## src/rtl/multicycle_control_fsm_pkg.sv

```systemverilog
// Shared encodings for the multi-cycle RV32I(+M) control unit:
// opcodes, ALU codes, datapath select values, FSM states, instruction classes.
package ctrl_pkg;

  localparam logic [6:0] OP_R      = 7'b0110011;
  localparam logic [6:0] OP_I      = 7'b0010011;
  localparam logic [6:0] OP_LOAD   = 7'b0000011;
  localparam logic [6:0] OP_STORE  = 7'b0100011;
  localparam logic [6:0] OP_BRANCH = 7'b1100011;
  localparam logic [6:0] OP_JAL    = 7'b1101111;
  localparam logic [6:0] OP_JALR   = 7'b1100111;
  localparam logic [6:0] OP_LUI    = 7'b0110111;
  localparam logic [6:0] OP_AUIPC  = 7'b0010111;

  localparam logic [6:0] F7_ZERO   = 7'b0000000;
  localparam logic [6:0] F7_ALT    = 7'b0100000;
  localparam logic [6:0] F7_MULDIV = 7'b0000001;

  localparam logic [3:0] ALU_ADD  = 4'b0000;
  localparam logic [3:0] ALU_SUB  = 4'b0001;
  localparam logic [3:0] ALU_SLL  = 4'b0010;
  localparam logic [3:0] ALU_SLT  = 4'b0011;
  localparam logic [3:0] ALU_SLTU = 4'b0100;
  localparam logic [3:0] ALU_XOR  = 4'b0101;
  localparam logic [3:0] ALU_SRL  = 4'b0110;
  localparam logic [3:0] ALU_SRA  = 4'b0111;
  localparam logic [3:0] ALU_OR   = 4'b1000;
  localparam logic [3:0] ALU_AND  = 4'b1001;

  localparam logic [2:0] IMM_I = 3'b000;
  localparam logic [2:0] IMM_S = 3'b001;
  localparam logic [2:0] IMM_B = 3'b010;
  localparam logic [2:0] IMM_J = 3'b011;
  localparam logic [2:0] IMM_U = 3'b100;

  localparam logic [1:0] RD_ALU  = 2'b00;
  localparam logic [1:0] RD_LOAD = 2'b01;
  localparam logic [1:0] RD_PC4  = 2'b10;
  localparam logic [1:0] RD_MD   = 2'b11;

  localparam logic [1:0] OPA_RS1  = 2'b00;
  localparam logic [1:0] OPA_PC   = 2'b01;
  localparam logic [1:0] OPA_ZERO = 2'b10;

  localparam logic [2:0] S_IDLE   = 3'd0;
  localparam logic [2:0] S_FETCH  = 3'd1;
  localparam logic [2:0] S_DECODE = 3'd2;
  localparam logic [2:0] S_EXEC   = 3'd3;
  localparam logic [2:0] S_MDWAIT = 3'd4;
  localparam logic [2:0] S_MEM    = 3'd5;
  localparam logic [2:0] S_WB     = 3'd6;
  localparam logic [2:0] S_TRAP   = 3'd7;

  typedef enum logic [3:0] {
    C_NONE, C_R, C_I, C_LOAD, C_STORE, C_BRANCH,
    C_JAL, C_JALR, C_LUI, C_AUIPC, C_MD
  } iclass_e;

  function automatic iclass_e classify(
    input logic [6:0] op,
    input logic [6:0] f7
  );
    iclass_e c;
    case (op)
      OP_R:      c = (f7 == F7_MULDIV) ? C_MD : C_R;
      OP_I:      c = C_I;
      OP_LOAD:   c = C_LOAD;
      OP_STORE:  c = C_STORE;
      OP_BRANCH: c = C_BRANCH;
      OP_JAL:    c = C_JAL;
      OP_JALR:   c = C_JALR;
      OP_LUI:    c = C_LUI;
      OP_AUIPC:  c = C_AUIPC;
      default:   c = C_NONE;
    endcase
    return c;
  endfunction

  // fun3 -> ALU op for the register/immediate arithmetic group;
  // 101 maps to the logical shift, the caller upgrades it to SRA.
  function automatic logic [3:0] alu_base(input logic [2:0] f3);
    logic [3:0] a;
    case (f3)
      3'b000:  a = ALU_ADD;
      3'b001:  a = ALU_SLL;
      3'b010:  a = ALU_SLT;
      3'b011:  a = ALU_SLTU;
      3'b100:  a = ALU_XOR;
      3'b101:  a = ALU_SRL;
      3'b110:  a = ALU_OR;
      default: a = ALU_AND;
    endcase
    return a;
  endfunction

endpackage

```

## src/rtl/multicycle_control_fsm_alu_op_decoder.sv

```systemverilog
// Combinational (class, fun3, fun7) -> ALU operation and legality flag.
// Ports: cls, fun3, fun7 in; alu_control, legal out.
module alu_op_decoder
  import ctrl_pkg::*;
#(
  parameter bit ENABLE_M   = 1'b1,
  parameter int ALU_CTRL_W = 4
) (
  input  iclass_e               cls,
  input  logic [2:0]            fun3,
  input  logic [6:0]            fun7,
  output logic [ALU_CTRL_W-1:0] alu_control,
  output logic                  legal
);

  logic [3:0] code;

  always_comb begin
    code  = ALU_ADD;
    legal = 1'b0;
    case (cls)
      C_R: begin
        code  = alu_base(fun3);
        legal = (fun7 == F7_ZERO);
        if (fun7 == F7_ALT) begin
          if (fun3 == 3'b000) begin
            code  = ALU_SUB;
            legal = 1'b1;
          end else if (fun3 == 3'b101) begin
            code  = ALU_SRA;
            legal = 1'b1;
          end
        end
      end
      C_I: begin
        code  = alu_base(fun3);
        legal = 1'b1;
        // only the shift-immediates reuse fun7 as a qualifier
        if (fun3 == 3'b001) begin
          legal = (fun7 == F7_ZERO);
        end else if (fun3 == 3'b101) begin
          legal = (fun7 == F7_ZERO) || (fun7 == F7_ALT);
          if (fun7 == F7_ALT) code = ALU_SRA;
        end
      end
      C_LOAD:   legal = (fun3 != 3'b011) && (fun3 < 3'b110);
      C_STORE:  legal = (fun3 < 3'b011);
      C_BRANCH: legal = (fun3 != 3'b010) && (fun3 != 3'b011);
      C_JALR:   legal = (fun3 == 3'b000);
      C_JAL:    legal = 1'b1;
      C_LUI:    legal = 1'b1;
      C_AUIPC:  legal = 1'b1;
      C_MD:     legal = ENABLE_M;
      default:  legal = 1'b0;
    endcase
  end

  assign alu_control = ALU_CTRL_W'(code);

endmodule

```

## src/rtl/multicycle_control_fsm.sv

```systemverilog
// Multi-cycle RV32I(+M) control FSM: FETCH/DECODE/EXEC/(MDWAIT|MEM)/WB.
// Ports: clk, rst, IR fields, mem_ready, branch_taken, md_done in; datapath strobes/selects out.
module multicycle_control_fsm
  import ctrl_pkg::*;
#(
  parameter bit ENABLE_M   = 1'b1,
  parameter int ALU_CTRL_W = 4
) (
  input  logic                  clk,
  input  logic                  rst,
  input  logic [6:0]            opcode,
  input  logic [2:0]            fun3,
  input  logic [6:0]            fun7,
  input  logic                  mem_ready,
  input  logic                  branch_taken,
  input  logic                  md_done,
  output logic                  pc_write,
  output logic                  ir_write,
  output logic                  mem_req,
  output logic                  mem_we,
  output logic                  mem_sel_data,
  output logic                  reg_write,
  output logic [1:0]            operand_a,
  output logic                  operand_b,
  output logic [2:0]            imm_sel,
  output logic [1:0]            rd_sel,
  output logic [ALU_CTRL_W-1:0] alu_control,
  output logic                  md_start,
  output logic [2:0]            md_op,
  output logic                  illegal
);

  logic [2:0]            state;
  logic [2:0]            state_nx;
  iclass_e               cls;
  logic                  legal;
  logic [ALU_CTRL_W-1:0] dec_alu;
  logic                  is_jump;
  logic                  dp_active;

  // IR is stable from DECODE until the next fetch, so the class is
  // re-derived every cycle instead of being latched.
  assign cls     = classify(opcode, fun7);
  assign is_jump = (cls == C_JAL) || (cls == C_JALR);

  alu_op_decoder #(
    .ENABLE_M   (ENABLE_M),
    .ALU_CTRL_W (ALU_CTRL_W)
  ) u_dec (
    .cls         (cls),
    .fun3        (fun3),
    .fun7        (fun7),
    .alu_control (dec_alu),
    .legal       (legal)
  );

  always_ff @(posedge clk or posedge rst) begin
    if (rst) state <= S_IDLE;
    else     state <= state_nx;
  end

  always_comb begin
    state_nx = state;
    case (state)
      S_IDLE:   state_nx = S_FETCH;
      S_FETCH:  if (mem_ready) state_nx = S_DECODE;
      S_DECODE: state_nx = legal ? S_EXEC : S_TRAP;
      S_EXEC: begin
        case (cls)
          C_LOAD, C_STORE: state_nx = S_MEM;
          C_BRANCH:        state_nx = S_FETCH;
          C_MD:            state_nx = S_MDWAIT;
          default:         state_nx = S_WB;
        endcase
      end
      S_MDWAIT: if (md_done) state_nx = S_WB;
      S_MEM: begin
        if (mem_ready) begin
          state_nx = (cls == C_STORE) ? S_FETCH : S_WB;
        end
      end
      S_WB:     state_nx = S_FETCH;
      S_TRAP:   state_nx = S_TRAP;
      default:  state_nx = S_IDLE;
    endcase
  end

  // ALU operand/immediate selects stay valid through EXEC, MEM and WB so
  // the shared ALU keeps producing the address or jump target.
  assign dp_active = (state == S_EXEC) || (state == S_MEM) ||
                     (state == S_WB);

  always_comb begin
    operand_a   = OPA_RS1;
    operand_b   = 1'b0;
    imm_sel     = IMM_I;
    alu_control = '0;
    if (state == S_FETCH) begin
      operand_a = OPA_PC;
    end else if (dp_active) begin
      alu_control = dec_alu;
      case (cls)
        C_I, C_LOAD, C_JALR: operand_b = 1'b1;
        C_STORE: begin
          operand_b = 1'b1;
          imm_sel   = IMM_S;
        end
        C_BRANCH: begin
          operand_a = OPA_PC;
          operand_b = 1'b1;
          imm_sel   = IMM_B;
        end
        C_JAL: begin
          operand_a = OPA_PC;
          operand_b = 1'b1;
          imm_sel   = IMM_J;
        end
        C_LUI: begin
          operand_a = OPA_ZERO;
          operand_b = 1'b1;
          imm_sel   = IMM_U;
        end
        C_AUIPC: begin
          operand_a = OPA_PC;
          operand_b = 1'b1;
          imm_sel   = IMM_U;
        end
        default: ;
      endcase
    end
  end

  always_comb begin
    pc_write     = 1'b0;
    ir_write     = 1'b0;
    mem_req      = 1'b0;
    mem_we       = 1'b0;
    mem_sel_data = 1'b0;
    reg_write    = 1'b0;
    rd_sel       = RD_ALU;
    md_start     = 1'b0;
    illegal      = 1'b0;
    case (state)
      S_FETCH: begin
        mem_req  = 1'b1;
        ir_write = mem_ready;
        pc_write = mem_ready;
      end
      S_EXEC: begin
        pc_write = (cls == C_BRANCH) && branch_taken;
        md_start = (cls == C_MD);
      end
      S_MEM: begin
        mem_req      = 1'b1;
        mem_sel_data = 1'b1;
        mem_we       = (cls == C_STORE);
      end
      S_WB: begin
        reg_write = 1'b1;
        pc_write  = is_jump;
        case (cls)
          C_LOAD:        rd_sel = RD_LOAD;
          C_JAL, C_JALR: rd_sel = RD_PC4;
          C_MD:          rd_sel = RD_MD;
          default:       rd_sel = RD_ALU;
        endcase
      end
      S_TRAP:  illegal = 1'b1;
      default: ;
    endcase
  end

  assign md_op = md_start ? fun3 : 3'b000;

endmodule
```

## config.mk

```make
export PLATFORM = sky130hd
export DESIGN_NAME = multicycle_control_fsm
export DESIGN_NICKNAME = d
export VERILOG_FILES = /design/src/rtl/multicycle_control_fsm_pkg.sv /design/src/rtl/multicycle_control_fsm_alu_op_decoder.sv /design/src/rtl/multicycle_control_fsm.sv
export SDC_FILE = /design/constraint.sdc
export NUM_CORES = 1
export LEC_CHECK = 0
export BUFFER_PORTS_ARGS = -buffer_cell sky130_fd_sc_hd__clkbuf_2
export CAP_MARGIN = 15
export CELL_PAD_IN_SITES_DETAIL_PLACEMENT = 2
export CELL_PAD_IN_SITES_GLOBAL_PLACEMENT = 2
export CORE_MARGIN = 1
export CORE_UTILIZATION = 24
export DETAILED_ROUTE_END_ITERATION = 10
export HOLD_SLACK_MARGIN = 0.03
export PLACE_DENSITY = 0.87
export SLEW_MARGIN = 20
export SYNTH_ARGS = -nofsm -noshare
export SYNTH_HDL_FRONTEND = slang
export SYNTH_HIERARCHICAL = 1
export SYNTH_SLANG_ARGS = --single-unit
export TNS_END_PERCENT = 50
```

## constraint.sdc

```tcl
create_clock -name clk -period 2.3 [get_ports clk]
set_clock_uncertainty 0.2 [all_clocks]
set_input_delay 0.115 -clock clk [delete_from_list [all_inputs] [get_ports clk]]
set_output_delay 0.115 -clock clk [all_outputs]
set_load 0.02 [all_outputs]
```

After elaboration in Yosys (flattened, before gate mapping)
Cells that the tools add are included.
{ "classes": {"n_mux": 45, "eq_ne": 39, "n_reduce_logical": 19, "magnitude_cmp": 2} }
{ "op_table": {"columns": ["op", "n"], "rows": [
  ["two-way mux 4 bit", 9],
  ["one-hot mux 4 bit (9 select lines)", 1],
  ["== test 7 x 6 -> 1 bit (second input constant)", 4],
  ["one-hot mux 4 bit (7 select lines)", 1],
  ["two-way mux 3 bit", 8],
  ["== test 3 bit (second input constant)", 7],
  ["== test 7 bit (second input constant)", 3],
  ["one-hot mux 3 bit (7 select lines)", 1],
  ["== test 4 x 3 -> 1 bit (second input constant)", 4],
  ["two-way mux 1 bit", 15],
  ["== test 7 x 5 -> 1 bit (second input constant)", 2],
  ["== test 3 x 2 -> 1 bit (second input constant)", 4],
  ["== test 4 bit (second input constant)", 3],
  ["one-hot mux 3 bit (4 select lines)", 1],
  ["OR reduction 2 bit", 5],
  ["one-hot mux 3 bit (3 select lines)", 1],
  ["== test 4 x 2 -> 1 bit (second input constant)", 2],
  ["one-hot mux 4 bit (2 select lines)", 1],
  ["OR reduction 8 bit", 1],
  ["== test 7 x 1 -> 1 bit (second input constant)", 1],
  ["== test 7 x 2 -> 1 bit (second input constant)", 1],
  ["logical NOT 7 bit", 1],
  ["one-hot mux 1 bit (7 select lines)", 1],
  ["== test 3 x 1 -> 1 bit (second input constant)", 2],
  ["15 further kinds", 26]
]} }
{ "totals": {"ff_bits": 3, "elab_cells": 106} }

Depth between registers and ports, before layout
Gate-level depths: netlist of the first run.
{ "logic_depth": {"ltp_word": 8, "mapped_depth": 12, "depth_no_buf": 11} }

By module
The synthesis of the first run kept the hierarchy.
{ "by_module_without_submodules": {"columns": ["mod", "seq_area_each_um2", "cells_each", "n_inst", "area_per_inst_um2"], "rows": [
  ["multicycle_control_fsm", 75.1, 101, 1, 758.2],
  ["alu_op_decoder", 0.0, 41, 1, 246.5]
]} }

Worst setup path before layout of the first run
No wires, ideal clock.
{ "synth_timing": {"kind": "in2reg", "startpoint": "input port fun7[2]", "endpoint": "register state[2]", "slack_ns": -0.243, "arrival_ns": 2.253, "path_stages": 11, "cell_sequence": "nor4_4 > nand3_1 > or2_1 > nand3_1 > and2b_1 > nand3b_1 > mux2i_1 > a211oi_1 > a311o_1 > o31a_1 > o221ai_1"} }
{ "synth_between": {"elab_chain_len": 8, "word_cells_on_any_way": 29, "classes_between": "12 x eq/ne; 13 x mux; 4 x reduce/logical"} }
{ "synth_rtl": {"columns": ["item", "line", "source"], "rows": [
  ["start: declaration", "multicycle_control_fsm.sv:13", "input logic [6:0] fun7,"],
  ["== test 7 x 1 -> 1 bit *", "multicycle_control_fsm_pkg.sv:65", "OP_R: c = (f7 == F7_MULDIV) ? C_MD : C_R;"],
  ["two-way mux 4 bit *", "multicycle_control_fsm_pkg.sv:65", null],
  ["one-hot mux 4 bit (9 select lines) *", "multicycle_control_fsm_pkg.sv:64", "case (op)"],
  ["net cls[1]", "multicycle_control_fsm.sv:35", "iclass_e cls;"],
  ["== test 4 x 3 -> 1 bit or == test 4 bit (tied branches)", "multicycle_control_fsm_alu_op_decoder.sv:21", "case (cls)"],
  ["OR reduction 4 bit (no line)", null, null],
  ["one-hot mux 1 bit (7 select lines) *", "multicycle_control_fsm_alu_op_decoder.sv:21", null],
  ["net legal", "multicycle_control_fsm.sv:36", "logic legal;"],
  ["two-way mux 3 bit *", "multicycle_control_fsm.sv:67", "S_DECODE: state_nx = legal ? S_EXEC : S_TRAP;"],
  ["one-hot mux 3 bit (7 select lines) *", "multicycle_control_fsm.sv:64", "case (state)"],
  ["end signal: assignment", "multicycle_control_fsm.sv:59", "else state <= state_nx;"],
  ["end: declaration", "multicycle_control_fsm.sv:33", "logic [2:0] state;"]
]} }
The timed path passes the listed nets; every way through them passes the cells marked *. The select of a mux whose other input is x is not followed.
A chain may end at the register's enable or synchronous reset.

Worst setup path after layout of the first run
{ "layout_timing": {"startpoint": "input port fun7[6]", "endpoint": "register state[2]"} }
The elaborated chain is that of the path after synthesis.

==> summary.txt, run 1 <==
Run status
  • Status: finished, violations left
  • Violated checks: negative setup slack

GRT
  • Antenna violations before repair: 0
  • Number of global-route vias before repair: 1514
  • Global-route wire length before repair: 7530 um
  • GRT Total Usage: 0.220
  • GRT overflow: 0
  • Largest net degree at the start of global routing: 15

Yosys
  • Syn_area_per_cell: 7.08 um^2
  • Complex-gate fraction of the synthesized area: 0.243
  • Post-synth top area share: 0.0747
  • YS warnings: 6
  • Register area share after synthesis: 0.0747
  • Syn Inst Count: 142
  • EDFF count, synth: 0
  • Xor and xnor area share after synthesis: 0.00872
  • Largest family of logic cells by synthesized area: simple AND/OR/NAND/NOR gates
  • Mapped Nets: 164
  • Synth area leaders: dfrtp_1 (7.5%), nor2b_1 (6.2%), nor2_1 (6.0%)
  • Post-synthesis cell type count: 51
  • FFs w/ async S/R, synth: 1.00
  • Cell taking the most area after synthesis: dfrtp_1
  • Cell area after synthesis: 0.00100 mm^2
  • Ys flop type: dfrtp_1
  • Synth Area in Simple Gates: 0.548
  • Mux share of post-synthesis cell area: 0.0423
  • Synth Area in Adders: 0
  • Register bit total from synthesis: 3

Timing
  • Final Hold Vio Count: 0
  • Final period utilization: 1.09
  • Max_slew headroom: 0.657
  • Tmin final: 2.52 ns
  • Setup_tns: -0.349 ns
  • Final WS setup: -0.217 ns
  • Final setup violation count: 3
  • Pins Over Slew Limit: 0
  • Slew @ Worst Pin: 0.514 ns
  • Fmax: 397 MHz
  • RSZ-0062 raised after global routing: yes

Routing
  • Vias: 1386
  • Final wirelength: 4610 um
  • Vias per inst: 5.17
  • Wire length per cell: 17.2 um
  • DR DRC count: 0
  • DR pass1 iterations: 4
  • Iter 0 DRT Violations: 48
  • Detail Route Antenna Nets: 0

Setup path
  • Critical Setup Path Class: input port to register
  • Largest delay contributor family on the critical path: simple AND/OR/NAND/NOR gates
  • CP cell instances: buf_8 -> nor4_4 -> nand3_2 -> or2_4 -> nand3_4 -> and2b_2 -> nand3b_1 -> mux2i_2 -> a211oi_2 -> a311o_1 -> o31a_1 -> o221ai_1
  • Worst EP required: 2.22 ns
  • Worst EP arrival: 2.43 ns
  • R2R setup slack: 0.43 ns
  • Nature of the critical path startpoint: input port
  • Critical path peak fanout: 3
  • CP Buf/Inv Count: 1
  • Crit. End Element: register
  • Crit path max-delay cell type: nor4_4
  • Crit path largest cell delay: 0.32 ns

Final layout
  • # fillers: 479
  • Share of cells above drive strength 1: 0.509
  • Largest register FFs: 3
  • Post-route non-filler standard cell count: 268
  • Largest regs: state x3
  • Commonest non-fill, non-tap cells in the layout: clkbuf_2 (39), buf_4 (34), nor2_1 (14)
  • Antenna diodes: 0
  • Commonest non-fill, non-tap cell in the layout: clkbuf_2
  • Post-layout net count: 241
  • Area Overhead vs Synth: 62.6%
  • Largest reg by FF count: state

Clocking
  • Worst skew pair latency: 0.21 ns
  • CTS tree: done
  • Num CTS Buffers: 3
  • CTS max path bufs: 2
  • H-tree depth: 1
  • Clock root buffer: clkbuf_8
  • CTS Sinks: 3
  • Clk pin slew, worst setup/hold paths: 0.03 ns

Min path
  • Hold WC Path Type: input port to asynchronous set/reset pin

Die
  • IO Count: 45
  • DIE WIDTH: 66.7 um
  • Die H: 66.7 um
  • Initial core utilization: 0.251
  • Cell Rows: 23
  • Die area: 0.00445 mm^2
  • Core ar.: 0.00400 mm^2

Flow run
  • Max Cap Violations: 0

Placed design
  • Placer congestion estimate: 0.845
  • Inst Count DP: 260
  • DP HPWL: 3710 um
  • # port buffers: 44

Power
  • Power density over the cells: 570 mW/mm^2
  • PnR Total Power: 931 uW
  • Static leakage: 0.751 nW
  • VDD IR max: 0.378 mV
[worst min-delay path, delay by kind of cell]
family,cells,cell delay (ns)
buffers and inverters,3,0.75
[timing repair]
action                                 in CTS  in global routing
setup endpoints to repair                   5                  5
endpoints found under the hold margin       3                  0
pin swaps                                   7                  0
setup buffers                               3                  0
resized for setup                          16                  6
hold buffers                                1                  0
[metal layers]
metal,up-vias,GRT usage,part of all wire
li1,671,-,-
met1,682,0.243,0.42
met2,29,0.455,0.55
met3,4,0.0171,0.020
met4,0,0.0239,0.0059
met5,-,0,0
[cells by family (layout without fill, tap and decap cells)]
logic type | Yosys count | in the layout
AO/OA/AOI/OAI | 32 | 32
AND/OR/NAND/NOR | 87 | 87
XOR/XNOR | 1 | 1
buffers and inverters | 15 | 91
multiplexers | 4 | 4
flip-flops | 3 | 3
[cell type report]
cell class | instances | area (um^2) | share of cell area
Inverter | 7 | 26.3 | 0.0161
Multi-Input combinational cell | 124 | 916 | 0.560
Sequential cell | 3 | 75.1 | 0.0459
Clock buffer | 4 | 45.0 | 0.0276
Timing Repair Buffer | 80 | 509 | 0.312
Tap cell | 50 | 62.6 | 0.0383
[report_power, final]
group	switching [mW]	internal [mW]	total (mW)
Combinational	0.365	0.237	0.602
Sequential	0.100	0.0809	0.181
Clock	0.0297	0.118	0.147
Total	0.495	0.435	0.931
[synthesized netlist by cell type (4+ instances only)]
| library cell | count |
|---|---|
| a21oi_1 | 6 |
| and2_1 | 5 |
| buf_2 | 4 |
| inv_1 | 6 |
| nand2_1 | 11 |
| nand2b_1 | 4 |
| nand3_1 | 7 |
| nand3b_1 | 6 |
| nor2_1 | 16 |
| nor2b_1 | 10 |
| nor3_2 | 4 |
| o21ai_0 | 4 |
[through the flow]
stage | setup WS (ns) | area [um^2] | utilization | hold WS, ns
6_report | -0.217 | 1630 | 0.409 | 0.119
2_1_floorplan | -0.111 | 1020 | - | -0.331
5_1_grt | -0.312 | 1630 | 0.409 | 0.132
4_1_cts | -0.262 | 1620 | 0.406 | 0.104
3_3_place_gp | -0.217 | 1480 | 0.370 | -0.234
3_5_place_dp | -0.522 | 1480 | 0.370 | -0.220
[worst paths after layout]
| kind | startpoint | end | depth (start not counted) |
|---|---|---|---|
| min in group clk | md_done | state[2] | 4 |
| worst min register to register | state[1] | state[0] | 1 |
| worst min-delay path | rst | state[0] | 3 |
| worst max-delay path | fun7[6] | state[2] | 12 |
| worst max register to register | state[0] | state[2] | 4 |
| max in group asynchronous | rst | state[2] | 3 |
No activity file was read; power rests on OpenSTA's default activity.
==> run 2, diff against run 1 <==
--- a/config.mk
+++ b/config.mk
@@ -10,10 +10,11 @@
 export CELL_PAD_IN_SITES_DETAIL_PLACEMENT = 2
 export CELL_PAD_IN_SITES_GLOBAL_PLACEMENT = 2
 export CORE_MARGIN = 1
-export CORE_UTILIZATION = 24
+export CORE_UTILIZATION = 25
+export CTS_BUF_LIST = sky130_fd_sc_hd__clkbuf_8
 export DETAILED_ROUTE_END_ITERATION = 10
 export HOLD_SLACK_MARGIN = 0.03
-export PLACE_DENSITY = 0.87
+export PLACE_DENSITY = 0.9
 export SLEW_MARGIN = 20
 export SYNTH_ARGS = -nofsm -noshare
 export SYNTH_HDL_FRONTEND = slang
==> summary.txt, run 2 (synthesis gave the netlist of run 1 again) <==
GRT
  • GRT overflow: 0 (unchanged)
  • GRT Total Usage: 0.240 (was 0.220)
  • Antenna violations before repair: 0 (unchanged)
  • Largest net degree at the start of global routing: 15 (unchanged)
  • Global-route wire length before repair: 7780 um (was 7530 um)
  • Number of global-route vias before repair: 1572 (was 1514)

Die
  • Cell Rows: 22 (was 23)
  • IO Count: 45 (unchanged)
  • Core ar.: 0.00374 mm^2 (was 0.00400 mm^2)
  • Initial core utilization: 0.268 (was 0.251)
  • Die H: 65.4 um (was 66.7 um)
  • Die area: 0.00428 mm^2 (was 0.00445 mm^2)
  • DIE WIDTH: 65.4 um (was 66.7 um)

Run status
  • Status: finished, violations left (unchanged)
  • Violated checks: negative setup slack (unchanged)

Setup path
  • R2R setup slack: 0.53 ns (was 0.43 ns)
  • Crit. End Element: register (unchanged)
  • Worst R2R Path Depth: 4 (unchanged)
  • Critical Setup Path Class: input port to register (unchanged)
  • Worst EP arrival: 2.47 ns (was 2.43 ns)
  • Worst r2r src: state[0] (unchanged)
  • Crit Reg-Reg Endpoint: state[2] (unchanged)
  • Critical path peak fanout: 4 (was 3)
  • Worst EP required: 2.24 ns (was 2.22 ns)
  • Nature of the critical path startpoint: input port (unchanged)

Power
  • VDD IR max: 0.313 mV (was 0.378 mV)
  • Switching share of total power: 0.546 (was 0.532)
  • Power density over the cells: 591 mW/mm^2 (was 570 mW/mm^2)
  • Combinational share of power: 0.652 (was 0.647)
  • Power share of the sequential group: 0.184 (was 0.195)
  • Psw: 528 uW (was 495 uW)
  • Static leakage: 0.755 nW (was 0.751 nW)
  • Clk network pwr share: 0.163 (was 0.158)
  • Cell Int Power: 439 uW (was 435 uW)

Final layout
  • Antenna diodes: 0 (unchanged)
  • Commonest non-fill, non-tap cells in the layout: clkbuf_2 (39), buf_4 (39), nor2_1 (13) (was clkbuf_2 (39), buf_4 (34), nor2_1 (14))
  • Largest regs: state x3 (unchanged)
  • Largest reg by FF count: state (unchanged)
  • Area Overhead vs Synth: 62.8% (was 62.6%)
  • Post-layout net count: 243 (was 241)
  • Design Area, Final: 0.00164 mm^2 (was 0.00163 mm^2)
  • Largest register FFs: 3 (unchanged)
  • # fillers: 444 (was 479)
  • Post-layout util: 0.437 (was 0.409)
  • Post-route non-filler standard cell count: 268 (unchanged)
  • Share of cells above drive strength 1: 0.505 (was 0.509)

Timing
  • Pins Over Slew Limit: 0 (unchanged)
  • Slew @ Worst Pin: 0.500 ns (was 0.514 ns)
  • Fmax: 395 MHz (was 397 MHz)
  • RSZ-0062 raised after global routing: yes (unchanged)
  • WHS: 0.0902 ns (was 0.119 ns)
  • Tmin final: 2.53 ns (was 2.52 ns)
  • Setup_tns: -0.467 ns (was -0.349 ns)
  • Final Hold Vio Count: 0 (unchanged)
  • Final period utilization: 1.10 (was 1.09)
  • Final setup violation count: 4 (was 3)
  • Final WS setup: -0.230 ns (was -0.217 ns)
  • Max_slew headroom: 0.666 (was 0.657)

Routing
  • DR pass1 iterations: 4 (unchanged)
  • DR DRC count: 0 (unchanged)
  • Vias: 1425 (was 1386)
  • Vias per inst: 5.32 (was 5.17)
  • Iter 0 DRT Violations: 48 (unchanged)
  • Detail Route Antenna Nets: 0 (unchanged)
  • Wire length per cell: 18.1 um (was 17.2 um)
  • Final wirelength: 4840 um (was 4610 um)

Clocking
  • Num CTS Buffers: 3 (unchanged)
  • Clk pin slew, worst setup/hold paths: 0.03 ns (about the same)
  • Clock root buffer: clkbuf_8 (unchanged)
  • CTS tree: done (unchanged)
  • CTS max path bufs: 2 (unchanged)
  • CTS Sinks: 3 (unchanged)
  • Worst skew pair latency: 0.23 ns (was 0.21 ns)
  • H-tree depth: 1 (unchanged)

Flow run
  • Max Cap Violations: 0 (unchanged)

Placed design
  • Placed cell areas: 0.00149 mm^2 (was 0.00148 mm^2)
  • DP HPWL: 3810 um (was 3710 um)
  • # port buffers: 44 (unchanged)
  • Placer congestion estimate: 0.877 (was 0.845)
  • Inst Count DP: 260 (unchanged)

Min path
  • Hold WC Path Type: input port to register (was input port to asynchronous set/reset pin)
  • Hold Path Origin: md_done
  • Cells on Worst Hold Path: 4
  • Hold Crit Endpoint: state[2]
==> run 2: worst max-delay path: stages <==
cell	delay (ns)
clkbuf_2	0.11
nor4_4	0.37
nand3_2	0.11
or2_1	0.25
nand3_2	0.08
and2b_2	0.25
nand3b_1	0.14
mux2i_1	0.24
a211oi_1	0.09
a311o_1	0.29
o31a_1	0.25
o221ai_2	0.16
==> run 2: layer usage <==
metal  vias to the layer above  global-route usage  share of wire
met2                        34               0.474           0.55
met5                         -                   0              0
met4                         0              0.0652          0.023
li1                        674                   -              -
met1                       704               0.262           0.40
met3                        13              0.0295          0.023
==> run 2: worst max path at each step <==
stage                         start       end  depth (start not counted)  slack (ns)
final                       fun7[2]  state[2]                         12       -0.23
after global routing        fun7[2]  state[2]                         12       -0.31
after CTS                   fun7[6]  state[2]                         12       -0.20
after detailed placement    fun7[2]  state[2]                         12       -0.38
after global placement      fun7[2]  state[2]                         12       -0.21
after floorplan           opcode[2]  state[2]                         12       -0.11
==> run 2: layout make-up <==
| class | instances | area (um^2) | share of cell area |
|---|---|---|---|
| Clock buffer | 3 | 41.3 | 0.0252 |
| Multi-Input combinational cell | 124 | 895 | 0.547 |
| Clock inverter | 1 | 3.75 | 0.00230 |
| Tap cell | 48 | 60.1 | 0.0367 |
| Inverter | 7 | 26.3 | 0.0161 |
| Timing Repair Buffer | 82 | 534 | 0.327 |
| Sequential cell | 3 | 75.1 | 0.0459 |
==> run 2: what timing repair did <==
action                                  in CTS  in global routing
gates resized for setup                      8                 15
setup buffers                                2                  1
pin swaps                                    7                  2
hold endpoints to repair                     3                  0
hold buffers                                 1                  0
endpoints found under the setup margin       5                  5
==> run 2: power by group through the flow <==
| stage | Combinational (mW) | Sequential, mW | Clock, mW |
|---|---|---|---|
| finish | 0.630 | 0.178 | 0.158 |
| global route | 0.672 | 0.186 | 0.163 |
| CTS | 0.590 | 0.174 | 0.158 |
| detailed placement | 0.582 | 0.175 | 0 |
| global placement | 0.548 | 0.171 | 0 |
| floorplan | 0.466 | 0.0991 | 0 |
==> run 2: through the flow <==
stage / power, mW / setup slack (ns)
floorplan: 0.565 / -0.111
CTS: 0.922 / -0.205
global route: 1.02 / -0.312
finish: 0.966 / -0.230
global placement: 0.720 / -0.207
detailed placement: 0.757 / -0.377
==> run 3, diff against run 2 <==
--- a/config.mk
+++ b/config.mk
@@ -10,14 +10,13 @@
 export CELL_PAD_IN_SITES_DETAIL_PLACEMENT = 2
 export CELL_PAD_IN_SITES_GLOBAL_PLACEMENT = 2
 export CORE_MARGIN = 1
-export CORE_UTILIZATION = 25
+export CORE_UTILIZATION = 23
 export CTS_BUF_LIST = sky130_fd_sc_hd__clkbuf_8
 export DETAILED_ROUTE_END_ITERATION = 10
 export HOLD_SLACK_MARGIN = 0.03
-export PLACE_DENSITY = 0.9
+export PLACE_DENSITY = 0.91
 export SLEW_MARGIN = 20
 export SYNTH_ARGS = -nofsm -noshare
 export SYNTH_HDL_FRONTEND = slang
-export SYNTH_HIERARCHICAL = 1
 export SYNTH_SLANG_ARGS = --single-unit
 export TNS_END_PERCENT = 50
==> summary.txt, run 3 <==
Final layout
  • Commonest non-fill, non-tap cell in the layout: clkbuf_2
  • Area Overhead vs Synth: 39.1% (was 62.8%)
  • Share of cells above drive strength 1: 0.365 (was 0.505)
  • Post-layout net count: 182 (was 243)
  • # fillers: 442 (was 444)
  • Commonest non-fill, non-tap cells in the layout: clkbuf_2 (44), nor2_1 (11), nand2_1 (11) (was clkbuf_2 (39), buf_4 (39), nor2_1 (13))
  • Largest register FFs: 3 (unchanged)
  • Largest regs: state x3 (unchanged)
  • Largest reg by FF count: state (unchanged)
  • Sequential cell area: 75.1 um^2 (unchanged)
  • Multi-input gate area: 692 um^2 (was 895 um^2)
  • Design Area, Final: 0.00113 mm^2 (was 0.00164 mm^2)
  • Post-route non-filler standard cell count: 205 (was 268)
  • Antenna diodes: 0 (unchanged)

Routing
  • Vias per inst: 5.31 (was 5.32)
  • Final wirelength: 3310 um (was 4840 um)
  • Wire length per cell: 16.1 um (was 18.1 um)
  • Iter 0 DRT Violations: 38 (was 48)
  • Detail Route Antenna Nets: 0 (unchanged)
  • DR pass1 iterations: 4 (unchanged)
  • DR DRC count: 0 (unchanged)
  • Vias: 1088 (was 1425)

Setup path
  • Worst R2R Path Depth: 5 (was 4)
  • Crit. End Element: output pin (was register)
  • CP cell instances: nand2_1 -> nor2_4 -> a21oi_4 -> nor2_1 -> a211o_1 -> clkbuf_2 (was clkbuf_2 -> nor4_4 -> nand3_2 -> or2_1 -> nand3_2 -> and2b_2 -> nand3b_1 -> mux2i_1 -> a211oi_1 -> a311o_1 -> o31a_1 -> o221ai_2)
  • Critical path peak fanout: 9 (was 4)
  • Critical Setup Path Class: register to output pin (was input port to register)
  • R2R setup slack: 0.59 ns (was 0.53 ns)
  • Largest delay contributor family on the critical path: compound AO/OA/AOI/OAI gates (was simple AND/OR/NAND/NOR gates)
  • Worst EP required: 1.99 ns (was 2.24 ns)
  • Nature of the critical path startpoint: register (was input port)
  • CP Buf/Inv Count: 1 (unchanged)
  • Crit path max-delay cell type: dfrtp_1 (was nor4_4)
  • Worst r2r src: state[1] (was state[0])
  • Worst EP arrival: 1.83 ns (was 2.47 ns)
  • Crit Reg-Reg Endpoint: state[2] (unchanged)
  • Crit path largest cell delay: 0.48 ns (was 0.37 ns)

GRT
  • Antenna violations before repair: 0 (unchanged)
  • Number of global-route vias before repair: 1152 (was 1572)
  • GRT overflow: 0 (unchanged)
  • Global-route wire length before repair: 5360 um (was 7780 um)
  • Largest net degree at the start of global routing: 10 (was 15)
  • GRT Total Usage: 0.192 (was 0.240)

Timing
  • Final setup violation count: 0 (was 4)
  • Fmax: 466 MHz (was 395 MHz)
  • Final Hold Vio Count: 0 (unchanged)
  • Slew @ Worst Pin: 0.406 ns (was 0.500 ns)
  • Setup_tns: 0 ns (was -0.467 ns)
  • Tmin final: 2.15 ns (was 2.53 ns)
  • Max_slew headroom: 0.729 (was 0.666)
  • Final WS setup: 0.155 ns (was -0.230 ns)
  • Pins Over Slew Limit: 0 (unchanged)
  • RSZ-0062 raised after global routing: no (was yes)
  • Final period utilization: 0.933 (was 1.10)

Clocking
  • CTS tree: done (unchanged)
  • CTS max path bufs: 2 (unchanged)
  • H-tree depth: 1 (unchanged)
  • Num CTS Buffers: 3 (unchanged)
  • Worst skew pair latency: 0.22 ns (was 0.23 ns)
  • CTS Sinks: 3 (unchanged)
  • Clk pin slew, worst setup/hold paths: 0.03 ns (about the same)
  • Clock root buffer: clkbuf_8 (unchanged)
  • Number of setup buffers added after CTS: 0 (was 2)

Power
  • Power density over the cells: 252 mW/mm^2 (was 591 mW/mm^2)
  • VDD IR max: 0.0832 mV (was 0.313 mV)
  • Static leakage: 0.521 nW (was 0.755 nW)
  • PnR Total Power: 284 uW (was 966 uW)

Yosys
  • Post-synthesis cell type count: 49 (was 51)
  • Register bit total from synthesis: 3 (unchanged)
  • Commonest cells in the netlist: nor2_1 (12), nand2_1 (11), nor3_1 (9), a21oi_1 (7), inv_1 (7) (was nor2_1 (16), nand2_1 (11), nor2b_1 (10), nand3_1 (7))
  • Cell with the most instances after synthesis: nor2_1 (unchanged)
  • Register area share after synthesis: 0.0927 (was 0.0747)
  • EDFF count, synth: 0 (unchanged)
  • Post-synth top area share: 0.0927 (was 0.0747)
  • Cell area after synthesis: 810 um^2 (was 0.00100 mm^2)
  • FFs w/ async S/R, synth: 1.00 (unchanged)
  • Mapped Nets: 139 (was 164)
  • Syn Inst Count: 117 (was 142)
  • Ys flop type: dfrtp_1 (unchanged)
  • YS warnings: 0 (was 6)
  • Syn_area_per_cell: 6.92 um^2 (was 7.08 um^2)
  • Cell taking the most area after synthesis: dfrtp_1 (unchanged)
  • Synth area leaders: dfrtp_1 (9.3%), nor3_1 (5.6%), nor2_1 (5.6%) (was dfrtp_1 (7.5%), nor2b_1 (6.2%), nor2_1 (6.0%))

Die
  • DIE WIDTH: 61.3 um (was 65.4 um)
  • Cell Rows: 21 (was 22)
  • Die H: 61.3 um (was 65.4 um)
  • Die area: 0.00376 mm^2 (was 0.00428 mm^2)
  • Initial core utilization: 0.241 (was 0.268)
  • IO Count: 45 (unchanged)
  • Core ar.: 0.00336 mm^2 (was 0.00374 mm^2)

Placed design
  • # port buffers: 44 (unchanged)
  • Inst Count DP: 200 (was 260)
  • Pre-CTS setup slack: 0.162 ns (was -0.377 ns)
  • Placed cell areas: 0.00106 mm^2 (was 0.00149 mm^2)
  • DP HPWL: 2780 um (was 3810 um)
  • Placer congestion estimate: 0.849 (was 0.877)

Min path
  • Hold WC Path Type: input port to asynchronous set/reset pin (was input port to register)

Run status
  • Status: complete, no violations (was finished, violations left)

Flow run
  • Max Cap Violations: 0 (unchanged)
-- run 3: cell types whose count changed after synthesis, sizes merged, moves of 4 or more --
cell,change
nand3b,-4
nor3,+5
o211ai,+4
nor2b,-8
nor2,-4
-- run 3: cells by family after synthesis --
family	share of synthesized area
flops	0.0927
mux	0.0247
xor+xnor	0.0325
simple gates	0.445
compound gates	0.334
buf+inv	0.0711
-- run 3: worst max path at each step --
stage | from | endpoint | cells past startpoint
6_report | state[1] | operand_a[0] | 6
5_1_grt | state[1] | alu_control[0] | 5
4_1_cts | state[1] | operand_a[0] | 6
3_5_place_dp | state[1] | alu_control[0] | 5
3_3_place_gp | state[1] | alu_control[0] | 5
2_1_floorplan | state[2] | mem_we | 4
-- run 3: cell type report --
class                      instances  area share
timing repair buffer              45       0.204
clock buffer                       3      0.0367
inverter                           7      0.0233
clock inverter                     1     0.00333
sequential                         3      0.0667
tap                               46      0.0511
multi-input combinational        100       0.614
-- run 3: worst reg2reg max path, delay by kind of cell, from the launching register on --
kind	cells	cell delay, ns
AO/OA/AOI/OAI	3	0.56
AND/OR/NAND/NOR	1	0.25
buffers and inverters	1	0.14
flip-flops	1	0.51
-- run 3: where the power goes --
| group | leakage, nW | internal (mW) | switching, mW |
|---|---|---|---|
| Clock | 0.0269 | 0.114 | 0.0393 |
| Combinational | 0.468 | 0.0315 | 0.0461 |
| Sequential | 0.0262 | 0.0531 | 0 |
-- run 3: metrics by stage --
stage,hold WS [ns],utilization
global route,0.113,0.335
global placement,-0.237,0.314
CTS,0.0881,0.331
floorplan,-0.331,-
finish,0.0875,0.335
detailed placement,-0.236,0.314
-- run 3: routing by layer --
layer | global-route usage | up-vias | part of all wire
met2 | 0.377 | 43 | 0.53
met4 | 0.0649 | 0 | 0.0097
met1 | 0.217 | 518 | 0.41
met5 | 0 | - | 0
li1 | - | 521 | -
met3 | 0.0105 | 6 | 0.051
-- run 3: what timing repair did --
| item | in CTS | in global routing |
|---|---|---|
| hold buffers | 1 | 0 |
| setup endpoints to repair | 4 | 6 |
| endpoints found under the hold margin | 3 | 0 |
| resized for setup | 1 | 2 |
